--- src/rtl/seg7_pkg.sv ---
// Shared 7-segment definitions: hex glyph constants (active low, a..g),
// capture FSM state encoding and the pattern-to-nibble decode function.
package seg7_pkg;

    // Index 0..6 = segment a..g; a lit segment reads as 0.
    typedef logic [0:6] seg_t;

    localparam seg_t SEG_0     = 7'b0000001;
    localparam seg_t SEG_1     = 7'b1001111;
    localparam seg_t SEG_2     = 7'b0010010;
    localparam seg_t SEG_3     = 7'b0000110;
    localparam seg_t SEG_4     = 7'b1001100;
    localparam seg_t SEG_5     = 7'b0100100;
    localparam seg_t SEG_6     = 7'b0100000;
    localparam seg_t SEG_7     = 7'b0001111;
    localparam seg_t SEG_8     = 7'b0000000;
    localparam seg_t SEG_9     = 7'b0000100;
    localparam seg_t SEG_A     = 7'b0001000;
    localparam seg_t SEG_B     = 7'b1100000;
    localparam seg_t SEG_C     = 7'b0110001;
    localparam seg_t SEG_D     = 7'b1000010;
    localparam seg_t SEG_E     = 7'b0110000;
    localparam seg_t SEG_F     = 7'b0111000;
    localparam seg_t SEG_BLANK = 7'b1111111;

    typedef enum logic [1:0] {
        CAPT_LO = 2'd0,
        CAPT_HI = 2'd1,
        PRESENT = 2'd2
    } state_t;

    typedef struct packed {
        logic       invalid;
        logic       blank;
        logic [3:0] nibble;
    } seg_dec_t;

    // Inverse of the display decoder; blank and unknown glyphs are flagged.
    function automatic seg_dec_t seg7_to_nibble(input seg_t pat);
        seg_dec_t d;
        d = '{invalid: 1'b0, blank: 1'b0, nibble: 4'h0};
        case (pat)
            SEG_0:     d.nibble = 4'h0;
            SEG_1:     d.nibble = 4'h1;
            SEG_2:     d.nibble = 4'h2;
            SEG_3:     d.nibble = 4'h3;
            SEG_4:     d.nibble = 4'h4;
            SEG_5:     d.nibble = 4'h5;
            SEG_6:     d.nibble = 4'h6;
            SEG_7:     d.nibble = 4'h7;
            SEG_8:     d.nibble = 4'h8;
            SEG_9:     d.nibble = 4'h9;
            SEG_A:     d.nibble = 4'hA;
            SEG_B:     d.nibble = 4'hB;
            SEG_C:     d.nibble = 4'hC;
            SEG_D:     d.nibble = 4'hD;
            SEG_E:     d.nibble = 4'hE;
            SEG_F:     d.nibble = 4'hF;
            SEG_BLANK: d.blank  = 1'b1;
            default:   d.invalid = 1'b1;
        endcase
        return d;
    endfunction

endpackage

--- src/rtl/seg7_pattern_reader_if.sv ---
// Byte output handshake of the pattern reader: DATA qualified by VALID,
// consumed when VALID and READY are both high at a clock edge.
interface seg7_pattern_reader_if;
    logic [7:0] DATA;
    logic       VALID;
    logic       READY;

    modport master (output DATA, output VALID, input READY);
    modport slave  (input DATA, input VALID, output READY);
endinterface

--- src/rtl/seg7_stable_filter.sv ---
// Two-flop synchroniser on {segments, digit select} followed by a stability
// counter that emits one accept pulse per stable episode, together with the
// accepted pattern held alongside the pulse.
module seg7_stable_filter
    import seg7_pkg::*;
#(
    parameter int STABLE_CYCLES = 4,
    parameter int CNT_W         = 16
) (
    input  logic clk_i,
    input  logic rst_ni,
    input  seg_t seg_i,
    input  logic sel_i,
    output logic accept_o,
    output seg_t seg_o,
    output logic sel_o
);

    localparam logic [CNT_W-1:0] CNT_MAX  = CNT_W'(STABLE_CYCLES);
    localparam logic [CNT_W-1:0] CNT_FIRE = CNT_W'(STABLE_CYCLES - 1);

    logic [7:0]       sync1_q, sync2_q;
    logic [CNT_W-1:0] cnt_q, cnt_d;
    logic             same, fire;
    logic             accept_q;
    seg_t             acc_seg_q;
    logic             acc_sel_q;

    // Counter clears when the synced value is about to change, otherwise
    // counts up and saturates so a long hold never re-fires.
    always_comb begin
        // NOTE: every combinational output gets a default first so no path
        // leaves it unassigned (which would infer a latch).
        cnt_d = cnt_q;
        same  = (sync1_q == sync2_q);
        fire  = same && (cnt_q == CNT_FIRE);
        if (!same)
            cnt_d = '0;
        else if (cnt_q != CNT_MAX)
            cnt_d = cnt_q + CNT_W'(1);
    end

    // Synchroniser, counter and registered accept pulse with its pattern.
    always_ff @(posedge clk_i) begin
        // NOTE: reset is sampled at the clock edge (synchronous), and all
        // state updates use non-blocking assignments.
        if (!rst_ni) begin
            sync1_q   <= {SEG_BLANK, 1'b0};
            sync2_q   <= {SEG_BLANK, 1'b0};
            cnt_q     <= '0;
            accept_q  <= 1'b0;
            acc_seg_q <= SEG_BLANK;
            acc_sel_q <= 1'b0;
        end else begin
            sync1_q  <= {seg_i, sel_i};
            sync2_q  <= sync1_q;
            cnt_q    <= cnt_d;
            accept_q <= fire;
            if (fire) begin
                acc_seg_q <= sync2_q[7:1];
                acc_sel_q <= sync2_q[0];
            end
        end
    end

    assign accept_o = accept_q;
    assign seg_o    = acc_seg_q;
    assign sel_o    = acc_sel_q;

endmodule

--- src/rtl/seg7_pattern_reader.sv ---
// Reads back two hex digits from a multiplexed active-low 7-segment bus and
// presents them as one byte {HEX1, HEX0} on a valid/ready handshake.
module seg7_pattern_reader
    import seg7_pkg::*;
#(
    parameter int STABLE_CYCLES = 4,
    parameter int CNT_W         = 16
) (
    input  logic                          CLOCK_50,
    input  logic                          Resetn,
    input  seg_t                          SEG_IN,
    input  logic                          DIG_SEL,
    input  logic                          ERR_CLR,
    output logic                          ERR,
    seg7_pattern_reader_if.master         out_if
);

    logic     accept;
    seg_t     acc_seg;
    logic     acc_sel;
    seg_dec_t dec;
    logic     hex_ok;

    state_t     state_q;
    logic [3:0] lo_q;
    logic [7:0] data_q;
    logic       valid_q;
    logic       err_q;

    seg7_stable_filter #(
        .STABLE_CYCLES (STABLE_CYCLES),
        .CNT_W         (CNT_W)
    ) u_filter (
        .clk_i    (CLOCK_50),
        .rst_ni   (Resetn),
        .seg_i    (SEG_IN),
        .sel_i    (DIG_SEL),
        .accept_o (accept),
        .seg_o    (acc_seg),
        .sel_o    (acc_sel)
    );

    assign dec    = seg7_to_nibble(acc_seg);
    assign hex_ok = accept && !dec.invalid && !dec.blank;

    // Capture FSM, nibble/byte registers and sticky error flag.
    always_ff @(posedge CLOCK_50) begin
        if (!Resetn) begin
            state_q <= CAPT_LO;
            lo_q    <= 4'h0;
            data_q  <= 8'h00;
            valid_q <= 1'b0;
            err_q   <= 1'b0;
        end else begin
            // A new error outranks a simultaneous clear.
            if (accept && dec.invalid)
                err_q <= 1'b1;
            else if (ERR_CLR)
                err_q <= 1'b0;

            case (state_q)
                CAPT_LO: begin
                    if (hex_ok && !acc_sel) begin
                        lo_q    <= dec.nibble;
                        state_q <= CAPT_HI;
                    end
                end
                CAPT_HI: begin
                    if (hex_ok && acc_sel) begin
                        data_q  <= {dec.nibble, lo_q};
                        valid_q <= 1'b1;
                        state_q <= PRESENT;
                    end else if (hex_ok) begin
                        lo_q <= dec.nibble;
                    end
                end
                PRESENT: begin
                    // Byte is held untouched until the consumer takes it.
                    if (valid_q && out_if.READY) begin
                        valid_q <= 1'b0;
                        state_q <= CAPT_LO;
                    end
                end
                default: state_q <= CAPT_LO;
            endcase
        end
    end

    assign out_if.DATA  = data_q;
    assign out_if.VALID = valid_q;
    assign ERR          = err_q;

endmodule
--- src/flat_wrapper.sv ---
// flat-port wrapper written by rule: the top's interface ports become plain ports
module seg7_pattern_reader_flat import seg7_pkg::*;
#(
    parameter int STABLE_CYCLES = 4,
    parameter int CNT_W         = 16
)
  (CLOCK_50, Resetn, SEG_IN, DIG_SEL, ERR_CLR, ERR, out_if_DATA, out_if_VALID, out_if_READY);
  seg7_pattern_reader_if out_if_i ();
  input  logic CLOCK_50;
  input  logic Resetn;
  input  seg_t SEG_IN;
  input  logic DIG_SEL;
  input  logic ERR_CLR;
  output logic ERR;
  output wire logic [$bits(out_if_i.DATA)-1:0] out_if_DATA;
  output wire logic [$bits(out_if_i.VALID)-1:0] out_if_VALID;
  input wire logic [$bits(out_if_i.READY)-1:0] out_if_READY;
  assign out_if_DATA = out_if_i.DATA;
  assign out_if_VALID = out_if_i.VALID;
  assign out_if_i.READY = out_if_READY;
  seg7_pattern_reader #(.STABLE_CYCLES(STABLE_CYCLES), .CNT_W(CNT_W)) u_core (.CLOCK_50(CLOCK_50), .Resetn(Resetn), .SEG_IN(SEG_IN), .DIG_SEL(DIG_SEL), .ERR_CLR(ERR_CLR), .ERR(ERR), .out_if(out_if_i));
endmodule
--- config.mk ---
export PLATFORM = sky130hd
export DESIGN_NAME = seg7_pattern_reader_flat
export DESIGN_NICKNAME = d
export VERILOG_FILES = /design/src/rtl/seg7_pkg.sv /design/src/rtl/seg7_pattern_reader_if.sv /design/src/rtl/seg7_stable_filter.sv /design/src/rtl/seg7_pattern_reader.sv /design/src/flat_wrapper.sv
export SDC_FILE = /design/constraint.sdc
export NUM_CORES = 1
export LEC_CHECK = 0
export BUFFER_PORTS_ARGS = -buffer_cell sky130_fd_sc_hd__buf_2
export CAP_MARGIN = 10
export CORE_ASPECT_RATIO = 0.6
export CORE_UTILIZATION = 59
export DETAILED_ROUTE_END_ITERATION = 6
export GPL_TIMING_DRIVEN = 0
export HOLD_SLACK_MARGIN = 0.12
export PLACE_DENSITY = 0.84
export SLEW_MARGIN = 25
export SYNTH_ARGS = -nofsm -noshare
export SYNTH_HDL_FRONTEND = slang
export SYNTH_SLANG_ARGS = --single-unit
--- constraint.sdc ---
create_clock -name CLOCK_50 -period 2.1 [get_ports CLOCK_50]
set_input_delay 0.105 -clock CLOCK_50 [delete_from_list [all_inputs] [get_ports CLOCK_50]]
set_output_delay 0.105 -clock CLOCK_50 [all_outputs]
set_load 0.005 [all_outputs]
# Word-level counts from Yosys, hierarchy flattened
# Index checks and enable logic that the tools add are counted.
[totals]
register_bits = 57
elab_cells = 74
input_bits = 12
[classes]
muxes = 16
reduce_logical = 20
add_sub_neg = 1
n_eq_ne = 26
[op_table]
columns = ["operator", "count"]
rows = [
  ["4-bit one-hot mux with 15 select lines", 1],
  ["7-bit by 6-bit equality test with 1-bit output, second input constant", 5],
  ["7-bit equality test, second input constant", 5],
  ["17-bit OR reduction", 1],
  ["16-bit by 1-bit adder with 16-bit output, second input constant", 1],
  ["16-bit by 2-bit equality test with 1-bit output, second input constant", 1],
  ["16-bit by 3-bit inequality test with 1-bit output, second input constant", 1],
  ["7-bit by 3-bit equality test with 1-bit output, second input constant", 2],
  ["7-bit by 4-bit equality test with 1-bit output, second input constant", 2],
  ["4-bit 2-to-1 mux", 3],
  ["8-bit equality test", 1],
  ["2-bit by 1-bit inequality test with 1-bit output, second input constant", 4],
  ["4-bit one-hot mux with 2 select lines", 1],
  ["7-bit by 1-bit equality test with 1-bit output, second input constant", 1],
  ["7-bit by 5-bit equality test with 1-bit output, second input constant", 1],
  ["1-bit logical AND", 7],
  ["7-bit logical NOT", 1],
  ["1-bit 2-to-1 mux", 6],
  ["2-bit 2-to-1 mux", 3],
  ["2-bit one-hot mux with 3 select lines", 1],
  ["3-bit AND reduction", 2],
  ["2-bit nonzero test", 3],
  ["2-bit AND reduction", 2],
  ["4-bit AND reduction", 1],
  ["other kinds (6)", 7],
]

# Logic depth before layout (Yosys ltp)
# Gate-level depths: netlist of run 1.
[logic_depth]
word_depth = 7
mapped_depth = 7

# Cells and area by module
# From an unflattened synthesis of run 1, not the netlist that was laid out.
[hier_totals]
cells_unflattened = 296
area_unflattened_um2 = 2851.5
[modules_own_cells]
columns = ["mod", "instances", "seq_area_each_um2", "area_per_inst_um2", "cells_per_inst"]
rows = [
  ["seg7_stable_filter", 1, 820.8, 1760.4, 176],
  ["seg7_pattern_reader", 1, 320.3, 1091.0, 120],
]

# Worst setup path after synthesis of run 1
# OpenSTA, ideal clock, no wires.
[synth_timing]
path_type = "register to register"
from = "register u_core.u_filter.acc_seg_q[6] (netlist: u_core.u_filter.seg_o[6])"
to = "register u_core.data_q[0] (netlist: u_core.out_if.DATA[0])"
period_less_slack_ns = 1.941
t_arrival_ns = 1.813
path_stages_with_launch = 7
path_buffers = 0
path_slack_ns = 0.159
required_time_ns = 1.972
cell_sequence = "dfxtp_1 or4_1 a21oi_1 nor3b_2 a211oi_4 mux2i_1 nor2_1"
[synth_via]
elab_chain_cells = 6
elab_cells_between_ends = 24
classes_between = "eq/ne: 16; mux: 1; reduce/logical: 7"
[synth_rtl]
columns = ["element", "line_no", "text"]
rows = [
  ["start, declared", "seg7_stable_filter.sv:26", "seg_t acc_seg_q;"],
  ["start signal, assigned", "seg7_stable_filter.sv:60", "acc_seg_q <= sync2_q[7:1];"],
  ["7-bit by 1-bit equality test with 1-bit output, or another cell as far along", "seg7_pkg.sv:42", "case (pat)"],
  ["17-bit OR reduction (no source line) / 1-bit 2-to-1 mux (equally long branches)", "--", ""],
  ["1-bit logical AND / 1-bit logical NOT (equally long branches)", "seg7_pattern_reader.sv:44", "assign hex_ok = accept && !dec.invalid && !dec.blank;"],
  ["1-bit logical AND *", "seg7_pattern_reader.sv:44", ""],
  ["1-bit logical AND *", "seg7_pattern_reader.sv:69", "if (hex_ok && acc_sel) begin"],
  ["2-bit AND reduction (no source line) *", "--", ""],
  ["end signal, assigned", "seg7_pattern_reader.sv:70", "data_q <= {dec.nibble, lo_q};"],
  ["end, declared", "seg7_pattern_reader.sv:26", "logic [7:0] data_q;"],
]
# Mark *: on every way between the ends. The rest lies on a longest branch, timed or not.
# A chain may end at the register's enable or synchronous reset.

# Final worst setup path of run 1
[layout_timing]
from = "register u_core.u_filter.acc_seg_q[6] (netlist: u_core.u_filter.seg_o[6])"
to = "register u_core.valid_q (netlist: u_core.out_if.VALID)"
[layout_via]
elab_chain_cells = 7
elab_cells_between_ends = 25
classes_between = "eq/ne: 17; mux: 1; reduce/logical: 7"
[layout_rtl]
columns = ["element", "line_no", "text"]
rows = [
  ["7-bit by 1-bit equality test with 1-bit output, or another cell as far along", "seg7_pkg.sv:42", ""],
  ["17-bit OR reduction (no source line) / 1-bit 2-to-1 mux (equally long branches)", "--", ""],
  ["1-bit logical AND / 1-bit logical NOT (equally long branches)", "seg7_pattern_reader.sv:44", ""],
  ["1-bit logical AND *", "seg7_pattern_reader.sv:44", ""],
  ["1-bit logical AND *", "seg7_pattern_reader.sv:69", ""],
  ["2-bit by 1-bit inequality test with 1-bit output (no source line) *", "--", ""],
  ["3-bit AND reduction (no source line) *", "--", ""],
  ["end signal, assigned", "seg7_pattern_reader.sv:52", "valid_q <= 1'b0;"],
  ["end signal, assigned", "seg7_pattern_reader.sv:71", "valid_q <= 1'b1;"],
  ["end signal, assigned", "seg7_pattern_reader.sv:80", "valid_q <= 1'b0;"],
  ["end, declared", "seg7_pattern_reader.sv:27", "logic valid_q;"],
]
# Marked as above.

==> impl_metrics.tcl, run 1 <==
set metrics [dict create \
    met3WireLength_um 304 \
    ys_ff_latch 57 \
    worst-path-max-fanout 6 \
    yosysUniqueCellTypes 52 \
    post-route-drc-count 0 \
    route.met2.wl_mm 2.52 \
    initialDrtViolationCount 191 \
    fin_worst_hold_slack_ns 0.133 \
    first_pass_iters 4 \
    numClockSinks 57 \
    syn2layout_area_growth_pct 26.5 \
    finish.net_count 353 \
    insertion_delay_ns 0.33 \
    area_of_the_multi_input_gates_um2 1440 \
    cts-root-buf "sky130_fd_sc_hd__clkbuf_8" \
    critical-path-slowest-cell "sky130_fd_sc_hd__or4_1" \
    worst-endpoint-required_ns 2.36 \
    setup_viol_count_final 0 \
    worst_hold_path.num_cells 4 \
    layout.cells.most_common "sky130_fd_sc_hd__dfxtp_1" \
    maximum_capacitance_violations 0 \
    max-vdd-ir-drop_mv 0.619 \
    maximum_number_of_pins_on_one_net_before_global_route_repair 11 \
    arrival_time_reported_for_the_critical_path_endpoint_ns 2.31 \
    first_global_vias 1902 \
    fill_cells 260 \
    synth_edf_count 0 \
    crit_cells 6 \
    initial_core_util_pct 62.5 \
    cts.htree.levels 3 \
    r2r_cells 6 \
    core.rowCount 18 \
    final.period_utilization_pct 97.4 \
    ys.warnings.count 0 \
    floorplan.io_pins 22 \
    status "finished, final reports clean" \
    antenna-diode-count 0 \
    worst_pin_slew_ns 0.557 \
    finish.instance_area_um2 3290 \
    seqCellArea_um2 1150 \
    detail_route.wirelength_mm 5.72 \
    detail_route.vias_per_cell 5.52 \
    synth_cells 286 \
    synthesis.nets 303 \
    floorplan.die_area_um2 4690 \
    layout.cells.most_common_list "sky130_fd_sc_hd__dfxtp_1 (54), sky130_fd_sc_hd__nor2_1 (41), sky130_fd_sc_hd__buf_2 (21)" \
    core_um2 4170 \
    finalPower_w 0.00237 \
    detail-route-antenna-nets 0 \
    max-clock-path-buffers 2 \
    finalClockSkew_ns 0.00271 \
    wl_per_cell_um 14.3 \
    total_leakage_power_nw 1.30 \
    hold_viol 0 \
    count_of_final_max_slew_check_failures 0 \
    power-per-cell-area_nw_per_um2 719 \
    crit_path_cell_trace "or4_1, a21oi_2, nor3b_4, a21bo_2, or3b_1, a21oi_1" \
    worst-path-buf-inv 0 \
    postPlaceCellArea_um2 2780 \
    ys_dominant_reg_cell "sky130_fd_sc_hd__dfxtp_1" \
    tritoncts "built" \
    die_w_um 87.8 \
    slew-limit-headroom_pct 62.5 \
    min-delay-path-class "input port to flop" \
    critPathMaxStageDelay_ns 0.56 \
    grt_pass1_wl_mm 8.85 \
    grt_setup_unrepaired "yes" \
    combined_area_of_all_synthesized_cells_um2 2600 \
    timing.final.crit_period_ns 2.05 \
    synth_async_sr_flop_share_pct 0 \
    overall_overflow_remaining_after_global_route 0 \
    startpoint_type "flop" \
    antenna_found_initial 0 \
    detailedPlacementHpwl_mm 3.58 \
    gpl.final_weighted_congestion 0.892 \
    route.top_layer_used "met4" \
    cts_buffers 9 \
    final_layout_size_suffix_gt1_share_pct 20.5 \
    dr_total_vias 2214 \
    post_synth.cell_area_avg_um2 9.11 \
    port-buffer-count 20 \
    crit_path_leading_delay_family "simple AND/OR/NAND/NOR gates" \
    critPathKind "flop to flop" \
    die_h_um 53.5 \
    critPathCaptureType "flop" \
    combined_global_route_utilization_of_all_metal_layers_pct 25.7 \
    synth-seq-area-share_pct 43.8 \
    clkSlewWorstSetupHoldPaths_ns 0.06 \
    route.layer.met1.wl_mm 2.81 \
    max_freq_mhz 489 \
]
[flip-flops by register name, indices dropped and copies added, names as in the netlist, 2 cells and up]
name	cells
u_core.state_q	2
u_core.out_if.DATA	8
u_core.u_filter.sync2_q	8
u_core.u_filter.cnt_q	16
u_core.u_filter.sync1_q	8
u_core.lo_q	4
u_core.u_filter.seg_o	7
[logic make-up (layout without fill, tap and decap cells)]
group / count (synthesis) / in the layout / share of synthesized area (%)
fa+ha+maj: 5 / 5 / 2.40
simple gates: 132 / 132 / 26.8
compound gates: 31 / 31 / 8.89
flops: 57 / 57 / 43.8
xor+xnor: 22 / 22 / 7.40
mux: 18 / 18 / 6.92
buf+inv: 21 / 76 / 3.84
[cells in the mapped netlist (4+ instances only)]
cell	number	share of area, %
sky130_fd_sc_hd__a211oi_1	4	1.2
sky130_fd_sc_hd__a21oi_1	6	1.2
sky130_fd_sc_hd__buf_2	5	0.96
sky130_fd_sc_hd__clkbuf_1	6	0.86
sky130_fd_sc_hd__dfxtp_1	57	44
sky130_fd_sc_hd__ha_1	5	2.4
sky130_fd_sc_hd__inv_1	7	1.0
sky130_fd_sc_hd__mux2i_1	18	6.9
sky130_fd_sc_hd__nand2_1	20	2.9
sky130_fd_sc_hd__nand2b_1	15	3.6
sky130_fd_sc_hd__nand3_1	10	1.9
sky130_fd_sc_hd__nor2_1	42	6.1
sky130_fd_sc_hd__nor3_1	10	1.9
sky130_fd_sc_hd__nor3b_1	4	1.2
sky130_fd_sc_hd__nor4_1	4	0.96
sky130_fd_sc_hd__o21ai_0	6	1.2
sky130_fd_sc_hd__xnor2_1	5	1.7
sky130_fd_sc_hd__xor2_1	17	5.7
[area by class of cell]
cell class                      instances  share of cell area [%]
Buffer                                 13                    2.66
Clock buffer                           12                    5.01
Clock inverter                          4                    2.24
Inverter                                8                   0.912
Multi-Input combinational cell        208                    43.8
Sequential cell                        57                    34.8
Tap cell                               60                    2.28
Timing Repair Buffer                   39                    8.24
[worst reg2reg max path, cell delays in order (launching register included)]
cell and delay [ns]:
sky130_fd_sc_hd__dfxtp_1 0.36, sky130_fd_sc_hd__or4_1 0.57, sky130_fd_sc_hd__a21oi_2 0.23, sky130_fd_sc_hd__nor3b_4 0.09, sky130_fd_sc_hd__a21bo_2 0.24, sky130_fd_sc_hd__or3b_1 0.36
sky130_fd_sc_hd__a21oi_1 0.14
[timing repair]
action | CTS | global route
hold buffers | 10 | 0
endpoints found under the hold margin | 12 | 0
resized for setup | 2 | 26
pin swaps | 1 | 4
setup buffers | 2 | 7
endpoints found under the setup margin | 9 | 18
cloned | 0 | 0
[per-layer routing]
metal	GRT usage [%]	vias to the layer above
met5	0	-
met1	34.7	1043
met3	6.08	15
li1	-	1093
met2	39.0	63
met4	11.7	0
[worst paths after layout]
path	start	end	slack [ns]
worst min-delay path	out_if_READY	u_core.out_if.VALID$_SDFFE_PN0P_	0.13
worst max-delay path	u_core.u_filter.seg_o[6]$_SDFFE_PN1P_	u_core.out_if.VALID$_SDFFE_PN0P_	0.05
worst min register to register	u_core.u_filter.sync1_q[5]$_SDFF_PN1_	u_core.u_filter.sync2_q[5]$_SDFF_PN1_	0.46
worst max register to register	u_core.u_filter.seg_o[6]$_SDFFE_PN1P_	u_core.out_if.VALID$_SDFFE_PN0P_	0.05
[per-stage QoR]
stage	utilization, %	setup TNS, ns	setup slack (ns)	instances
CTS	75.4	0	0.0165	394
global route	79.1	-0.0488	-0.0182	401
finish	79.1	0	0.0541	401
floorplan	-	0	0.159	286
global placement	66.7	-0.752	-0.113	366
detailed placement	66.7	-1.27	-0.173	366
[power breakdown]
part | total [W] | switching, W | internal (W)
registers | 0.00111 | 0.0000109 | 0.00110
logic | 0.0000693 | 0.0000324 | 0.0000369
clock network | 0.00119 | 0.000430 | 0.000765
total | 0.00237 | 0.000473 | 0.00190
No activity file was read; power rests on OpenSTA's default activity.
==> run 2, diff against run 1 <==
--- a/config.mk
+++ b/config.mk
@@ -8,11 +8,11 @@
 export BUFFER_PORTS_ARGS = -buffer_cell sky130_fd_sc_hd__buf_2
 export CAP_MARGIN = 10
 export CORE_ASPECT_RATIO = 0.6
-export CORE_UTILIZATION = 59
+export CORE_UTILIZATION = 34
 export DETAILED_ROUTE_END_ITERATION = 6
 export GPL_TIMING_DRIVEN = 0
 export HOLD_SLACK_MARGIN = 0.12
-export PLACE_DENSITY = 0.84
+export PLACE_DENSITY_LB_ADDON = 0.08
 export SLEW_MARGIN = 25
 export SYNTH_ARGS = -nofsm -noshare
 export SYNTH_HDL_FRONTEND = slang
==> run 2 against run 1 <==
- critical endpoint is now u_core.state_q[1]$_SDFFE_PN0P_
- core utilization shrank 32 points
- critical path type unchanged
- clock power increased by 19%
- cell count up 11%
==> impl_metrics.tcl, run 2 (synthesis results as in run 1) <==
set metrics [dict create \
    worst-path-max-fanout 10 \
    worst_r2r_endpoint "u_core.state_q[1]$_SDFFE_PN0P_" \
    cts.htree.levels 3 \
    tritoncts "built" \
    gpl.final_weighted_congestion 0.752 \
    min-delay-path-class "input port to flop" \
    core.rowCount 24 \
    timing.final.crit_period_ns 2.05 \
    max-clock-path-buffers 2 \
    largest_register_ff_count 16 \
    crit_path_from "u_core.u_filter.seg_o[2]$_SDFFE_PN1P_" \
    overall_overflow_remaining_after_global_route 0 \
    detail_route.vias_per_cell 4.77 \
    cts_buffers 9 \
    maximum_number_of_pins_on_one_net_before_global_route_repair 11 \
    die_w_um 115 \
    antenna_found_initial 0 \
    worst_r2r_startpoint "u_core.u_filter.seg_o[2]$_SDFFE_PN1P_" \
    hold_viol 0 \
    clkSlewWorstSetupHoldPaths_ns 0.05 \
    antenna-diode-count 0 \
    maximum_capacitance_violations 0 \
    first_global_vias 1971 \
    status "finished, final reports clean" \
    numClockSinks 57 \
    max_freq_mhz 488 \
    crit_path_cell_trace "buf_4, nor3_1, a32o_1, nor3b_4, a21bo_2, nor2_1, o32ai_1" \
    critPathMaxStageDelay_ns 0.41 \
    first_pass_iters 4 \
    total_leakage_power_nw 1.25 \
    crit_end "u_core.state_q[1]$_SDFFE_PN0P_" \
    crit_cells 7 \
    cts-root-buf "sky130_fd_sc_hd__clkbuf_16" \
    grt_setup_unrepaired "yes" \
    total_negative_setup_slacks_ns 0 \
    critical-path-slowest-cell "sky130_fd_sc_hd__nor3b_4" \
    floorplan.die_area_um2 8030 \
    max-vdd-ir-drop_mv 0.421 \
    floorplan.io_pins 22 \
    finalClockSkew_ns 0.00543 \
    registers.top_by_ff_count "u_core.u_filter.cnt_q" \
    finalNonFillerCells 446 \
    arrival_time_reported_for_the_critical_path_endpoint_ns 2.27 \
    detailedPlacementHpwl_mm 4.00 \
    critPathKind "flop to flop" \
    r2r_cells 7 \
    worst_pin_slew_ns 0.526 \
    rrSetupSlack_ns 0.05 \
    grt_pass1_wl_mm 9.99 \
    count_of_final_max_slew_check_failures 0 \
    wl_per_cell_um 13.3 \
    slew-limit-headroom_pct 64.6 \
    power-per-cell-area_nw_per_um2 761 \
    detail-route-antenna-nets 0 \
    critPathCaptureType "flop" \
    initial_core_util_pct 35.6 \
    insertion_delay_ns 0.33 \
    worst-endpoint-required_ns 2.32 \
    final.period_utilization_pct 97.6 \
    layout.cells.most_common "sky130_fd_sc_hd__dfxtp_1" \
    syn2layout_area_growth_pct 31.0 \
    post-route-drc-count 0 \
    die_h_um 69.8 \
    dr_total_vias 2128 \
    core_um2 7330 \
    layout.cells.most_common_list "sky130_fd_sc_hd__dfxtp_1 (53), sky130_fd_sc_hd__nor2_1 (41), sky130_fd_sc_hd__buf_2 (22)" \
    port-buffer-count 20 \
    startpoint_type "flop" \
    crit_path_leading_delay_family "compound AO/OA/AOI/OAI gates" \
    combined_global_route_utilization_of_all_metal_layers_pct 16.7 \
    final_layout_size_suffix_gt1_share_pct 21.9 \
    dp.cells 410 \
    finish.utilization_pct 46.6 \
    setup_viol_count_final 0 \
    detail_route.wirelength_mm 5.93 \
    worst-path-buf-inv 1 \
    finish.net_count 354 \
    initialDrtViolationCount 99 \
]
[run 2: cell types whose count changed in the layout (fill, tap and decap cells not counted), sizes merged]
cell,change
bufinv,-1
clkbuf,+2
[run 2: timing repair]
| item | CTS | global route |
|---|---|---|
| setup endpoints to repair | 14 | 26 |
| pin swaps | 1 | 6 |
| hold endpoints to repair | 13 | 0 |
| hold buffers | 10 | 0 |
| resized for setup | 5 | 29 |
| buffers inserted | 2 | 7 |
| cloned | 0 | 1 |
[run 2: routing by layer]
layer  up-vias  track usage (%)  wire length [µm]
met1       978             24.8              3320
met2        51             20.3              2190
met4         0             6.93                89
met5         -                0                 0
met3        10             6.82               337
li1       1089                -                 -
[run 2: how the worst min path moves through the flow]
stage	to	from	depth (start not counted)	slack, ns
3_3_place_gp	u_core.u_filter.sync1_q[7]$_SDFF_PN1_	SEG_IN[6]	2	0.29
6_report	u_core.out_if.VALID$_SDFFE_PN0P_	out_if_READY	4	0.16
3_5_place_dp	u_core.u_filter.sync1_q[7]$_SDFF_PN1_	SEG_IN[6]	2	0.29
5_1_grt	u_core.out_if.VALID$_SDFFE_PN0P_	out_if_READY	4	0.17
2_1_floorplan	u_core.u_filter.sync1_q[1]$_SDFF_PN1_	SEG_IN[0]	1	0.21
4_1_cts	u_core.out_if.VALID$_SDFFE_PN0P_	out_if_READY	4	0.14
[run 2: cell type report]
class                      count  area [µm²]
fill                         739        3910
multi-input combinational    208        1450
sequential                    57        1150
timing repair buffer          40         280
clock buffer                  13         250
tap                          104         130
buffer                        13        83.8
clock inverter                 3        40.0
inverter                       8        30.0
[run 2: through the flow]
stage | hold slack [ns] | setup slack (ns) | cell area [µm²] | power, W
4_1_cts | 0.136 | 0.00873 | 3260 | 0.00264
6_report | 0.164 | 0.0501 | 3410 | 0.00260
3_5_place_dp | 0.289 | -0.207 | 2840 | 0.00119
5_1_grt | 0.169 | -0.0799 | 3410 | 0.00271
3_3_place_gp | 0.288 | -0.224 | 2840 | 0.00119
2_1_floorplan | 0.206 | 0.159 | 2610 | 0.00116
[run 2: where the power goes]
part	internal [W]	total (W)	switching [W]
clock	0.000945	0.00142	0.000473
combinational	0.0000369	0.0000714	0.0000345
sequential	0.00110	0.00111	0.00000949
[run 2: tightest hold or removal path: cells and delay by family]
family,cells,cell delay [ns]
AND/OR/NAND/NOR,1,0.05
AO/OA/AOI/OAI,2,0.20
buffers and inverters,1,0.10
==> run 3, diff against run 2 <==
--- a/config.mk
+++ b/config.mk
@@ -8,7 +8,7 @@
 export BUFFER_PORTS_ARGS = -buffer_cell sky130_fd_sc_hd__buf_2
 export CAP_MARGIN = 10
 export CORE_ASPECT_RATIO = 0.6
-export CORE_UTILIZATION = 34
+export CORE_UTILIZATION = 59
 export DETAILED_ROUTE_END_ITERATION = 6
 export GPL_TIMING_DRIVEN = 0
 export HOLD_SLACK_MARGIN = 0.12
==> run 3 against run 2 <==
- flip-flop and latch count unchanged
- wire length increased by 6.8%
- maximum frequency down 3.3%
- the run now ends with setup timing left
- via count is 6.8% higher
- clock-buffer cell count shrank 2
- critical endpoint is now u_core.out_if.DATA[4]$_SDFFE_PN0P_
- register-to-register slack lost 0.07 ns
==> impl_metrics.tcl, run 3 (synthesis results as in run 1) <==
set metrics [dict create \
    floorplan.die_area_um2 4690 \
    power_switching_w 0.000491 \
    largest_register_ff_count 16 \
    dp.cells 366 \
    finish.instance_area_um2 3290 \
    min_delay_worst_endpoint "u_core.out_if.VALID$_SDFFE_PN0P_" \
    first_pass_iters 5 \
    r2r_cells 8 \
    critPathCaptureType "flop" \
    post-route-drc-count 0 \
    floorplan.io_pins 22 \
    initialDrtViolationCount 198 \
    port-buffer-count 20 \
    antenna_found_initial 0 \
    max_freq_mhz 472 \
    clockPowerShare_pct 49.8 \
    detail-route-antenna-nets 0 \
    tritoncts "built" \
    worst_pin_slew_ns 0.539 \
    finish.net_count 352 \
    detail_route.wirelength_mm 6.33 \
    maximum_number_of_pins_on_one_net_before_global_route_repair 11 \
    worst_r2r_startpoint "u_core.u_filter.seg_o[3]$_SDFFE_PN1P_" \
    finalPower_w 0.00235 \
    layout.cells.most_common "sky130_fd_sc_hd__dfxtp_1" \
    numClockSinks 57 \
    critPathMaxStageDelay_ns 0.37 \
    total_leakage_power_nw 1.22 \
    cts-root-buf "sky130_fd_sc_hd__clkbuf_8" \
    cts.htree.levels 3 \
    postPlaceCellArea_um2 2780 \
    layout.cells.most_common_list "sky130_fd_sc_hd__dfxtp_1 (54), sky130_fd_sc_hd__nor2_1 (41), sky130_fd_sc_hd__buf_2 (21)" \
    critPathKind "flop to flop" \
    registers.top_by_ff_count "u_core.u_filter.cnt_q" \
    startpoint_type "flop" \
    syn2layout_area_growth_pct 26.4 \
    fill_cells 268 \
    count_of_final_max_slew_check_failures 0 \
    detail_route.vias_per_cell 5.68 \
    power.share.combinational_pct 3.2 \
    gpl.final_weighted_congestion 0.881 \
    die_w_um 87.8 \
    cts_buffers 9 \
    worst_hold_path.num_cells 4 \
    insertion_delay_ns 0.34 \
    wl_per_cell_um 15.8 \
    maximum_capacitance_violations 0 \
    final_layout_size_suffix_gt1_share_pct 21.5 \
    final_critical_path_setup_slack_ns -0.0203 \
    detailedPlacementHpwl_mm 3.88 \
    seq_power_share_pct 47.0 \
    slew-limit-headroom_pct 64.1 \
    timing.final.crit_period_ns 2.12 \
    worst-endpoint-required_ns 2.31 \
    antenna-diode-count 0 \
    max-clock-path-buffers 2 \
    dr_total_vias 2273 \
    core_um2 4170 \
    crit_path_cell_trace "buf_6, nor4b_4, nor3b_4, nor3_4, a211oi_4, buf_12, mux2i_1, nor2_1" \
    first_global_vias 1973 \
    switching_share_pct 20.9 \
    die_h_um 53.5 \
    finalClockSkew_ns 0.00574 \
    status "finished, violations left" \
    violations "setup timing" \
    finish.utilization_pct 79.0 \
    worst_r2r_endpoint "u_core.out_if.DATA[4]$_SDFFE_PN0P_" \
    clkSlewWorstSetupHoldPaths_ns 0.07 \
    rrSetupSlack_ns -0.02 \
    grt_pass1_wl_mm 9.36 \
    max-vdd-ir-drop_mv 0.557 \
    grt_setup_unrepaired "yes" \
    final.period_utilization_pct 101 \
    min_from "out_if_READY" \
    initial_core_util_pct 62.5 \
    critical-path-slowest-cell "sky130_fd_sc_hd__nor3b_4" \
    finalNonFillerCells 400 \
    arrival_time_reported_for_the_critical_path_endpoint_ns 2.33 \
    core.rowCount 18 \
    combined_global_route_utilization_of_all_metal_layers_pct 28.0 \
    power-per-cell-area_nw_per_um2 715 \
    worst-path-max-fanout 7 \
    cellInternalPower_w 0.00186 \
    setup_viol_count_final 4 \
    overall_overflow_remaining_after_global_route 0 \
    hold_viol 0 \
    min-delay-path-class "input port to flop" \
]
==> run 3: changes by cell type in the layout (fill, tap and decap cells not counted), sizes merged <==
| cell | before | now |
|---|---|---|
| clkinvlp | 0 | 1 |
| buf | 35 | 33 |
| clkbuf | 21 | 19 |
| bufinv | 1 | 2 |
==> run 3: stage by stage <==
stage | hold slack (ns) | TNS [ns] | setup slack [ns]
after CTS | 0.135 | 0 | 0.0124
after global routing | 0.158 | -0.619 | -0.119
after floorplan | 0.206 | 0 | 0.159
final | 0.156 | -0.0439 | -0.0203
after detailed placement | 0.287 | -1.11 | -0.153
after global placement | 0.285 | -0.833 | -0.108
==> run 3: final cells by class <==
| cell class | count | area (µm²) | area share (%) |
|---|---|---|---|
| buffer | 13 | 83.8 | 2.55 |
| clock buffer | 11 | 151 | 4.60 |
| clock inverter | 5 | 77.6 | 2.36 |
| inverter | 8 | 30.0 | 0.912 |
| multi-input combinational | 208 | 1450 | 44.1 |
| sequential | 57 | 1140 | 34.8 |
| tap | 60 | 75.1 | 2.28 |
| timing repair buffer | 38 | 277 | 8.40 |
==> run 3: worst max path at each step <==
stage,start,to,slack [ns],depth (start not counted)
2_1_floorplan,u_core.u_filter.seg_o[6]$_SDFFE_PN1P_,u_core.out_if.DATA[0]$_SDFFE_PN0P_,0.16,6
3_3_place_gp,u_core.u_filter.seg_o[5]$_SDFFE_PN1P_,u_core.out_if.DATA[5]$_SDFFE_PN0P_,-0.11,6
3_5_place_dp,u_core.u_filter.seg_o[1]$_SDFFE_PN1P_,u_core.out_if.DATA[2]$_SDFFE_PN0P_,-0.15,7
4_1_cts,u_core.u_filter.seg_o[3]$_SDFFE_PN1P_,u_core.out_if.DATA[2]$_SDFFE_PN0P_,0.01,8
5_1_grt,u_core.u_filter.seg_o[2]$_SDFFE_PN1P_,u_core.state_q[1]$_SDFFE_PN0P_,-0.12,7
6_report,u_core.u_filter.seg_o[3]$_SDFFE_PN1P_,u_core.out_if.DATA[4]$_SDFFE_PN0P_,-0.02,8
==> run 3: power groups by stage <==
stage	logic [W]	clock network (W)	registers [W]
after floorplan	0.0000366	0	0.00113
after detailed placement	0.0000548	0	0.00113
after global placement	0.0000540	0	0.00113
after global routing	0.0000824	0.00124	0.00111
final	0.0000751	0.00117	0.00111
after CTS	0.0000697	0.00118	0.00111
==> run 3: worst max-delay path, delay by kind of cell (launching register included) <==
kind            cells  cell delay, ns
mux                 1            0.20
flops               1            0.33
buf+inv             2            0.29
compound gates      1            0.32
simple gates        4            0.84
==> run 3: metal layers <==
layer | share of wire (%) | track usage [%] | wire, µm
met4 | 3.1 | 13.9 | 197
met5 | 0 | 0 | 0
met1 | 44 | 38.7 | 2790
met3 | 8.5 | 8.58 | 538
met2 | 44 | 39.3 | 2810
==> run 3: what timing repair did <==
item / CTS / global route
setup endpoints to repair: 13 / 26
hold buffers: 10 / 0
resized for setup: 3 / 26
pin swaps: 1 / 3
endpoints found under the hold margin: 13 / 0
setup buffers: 2 / 6
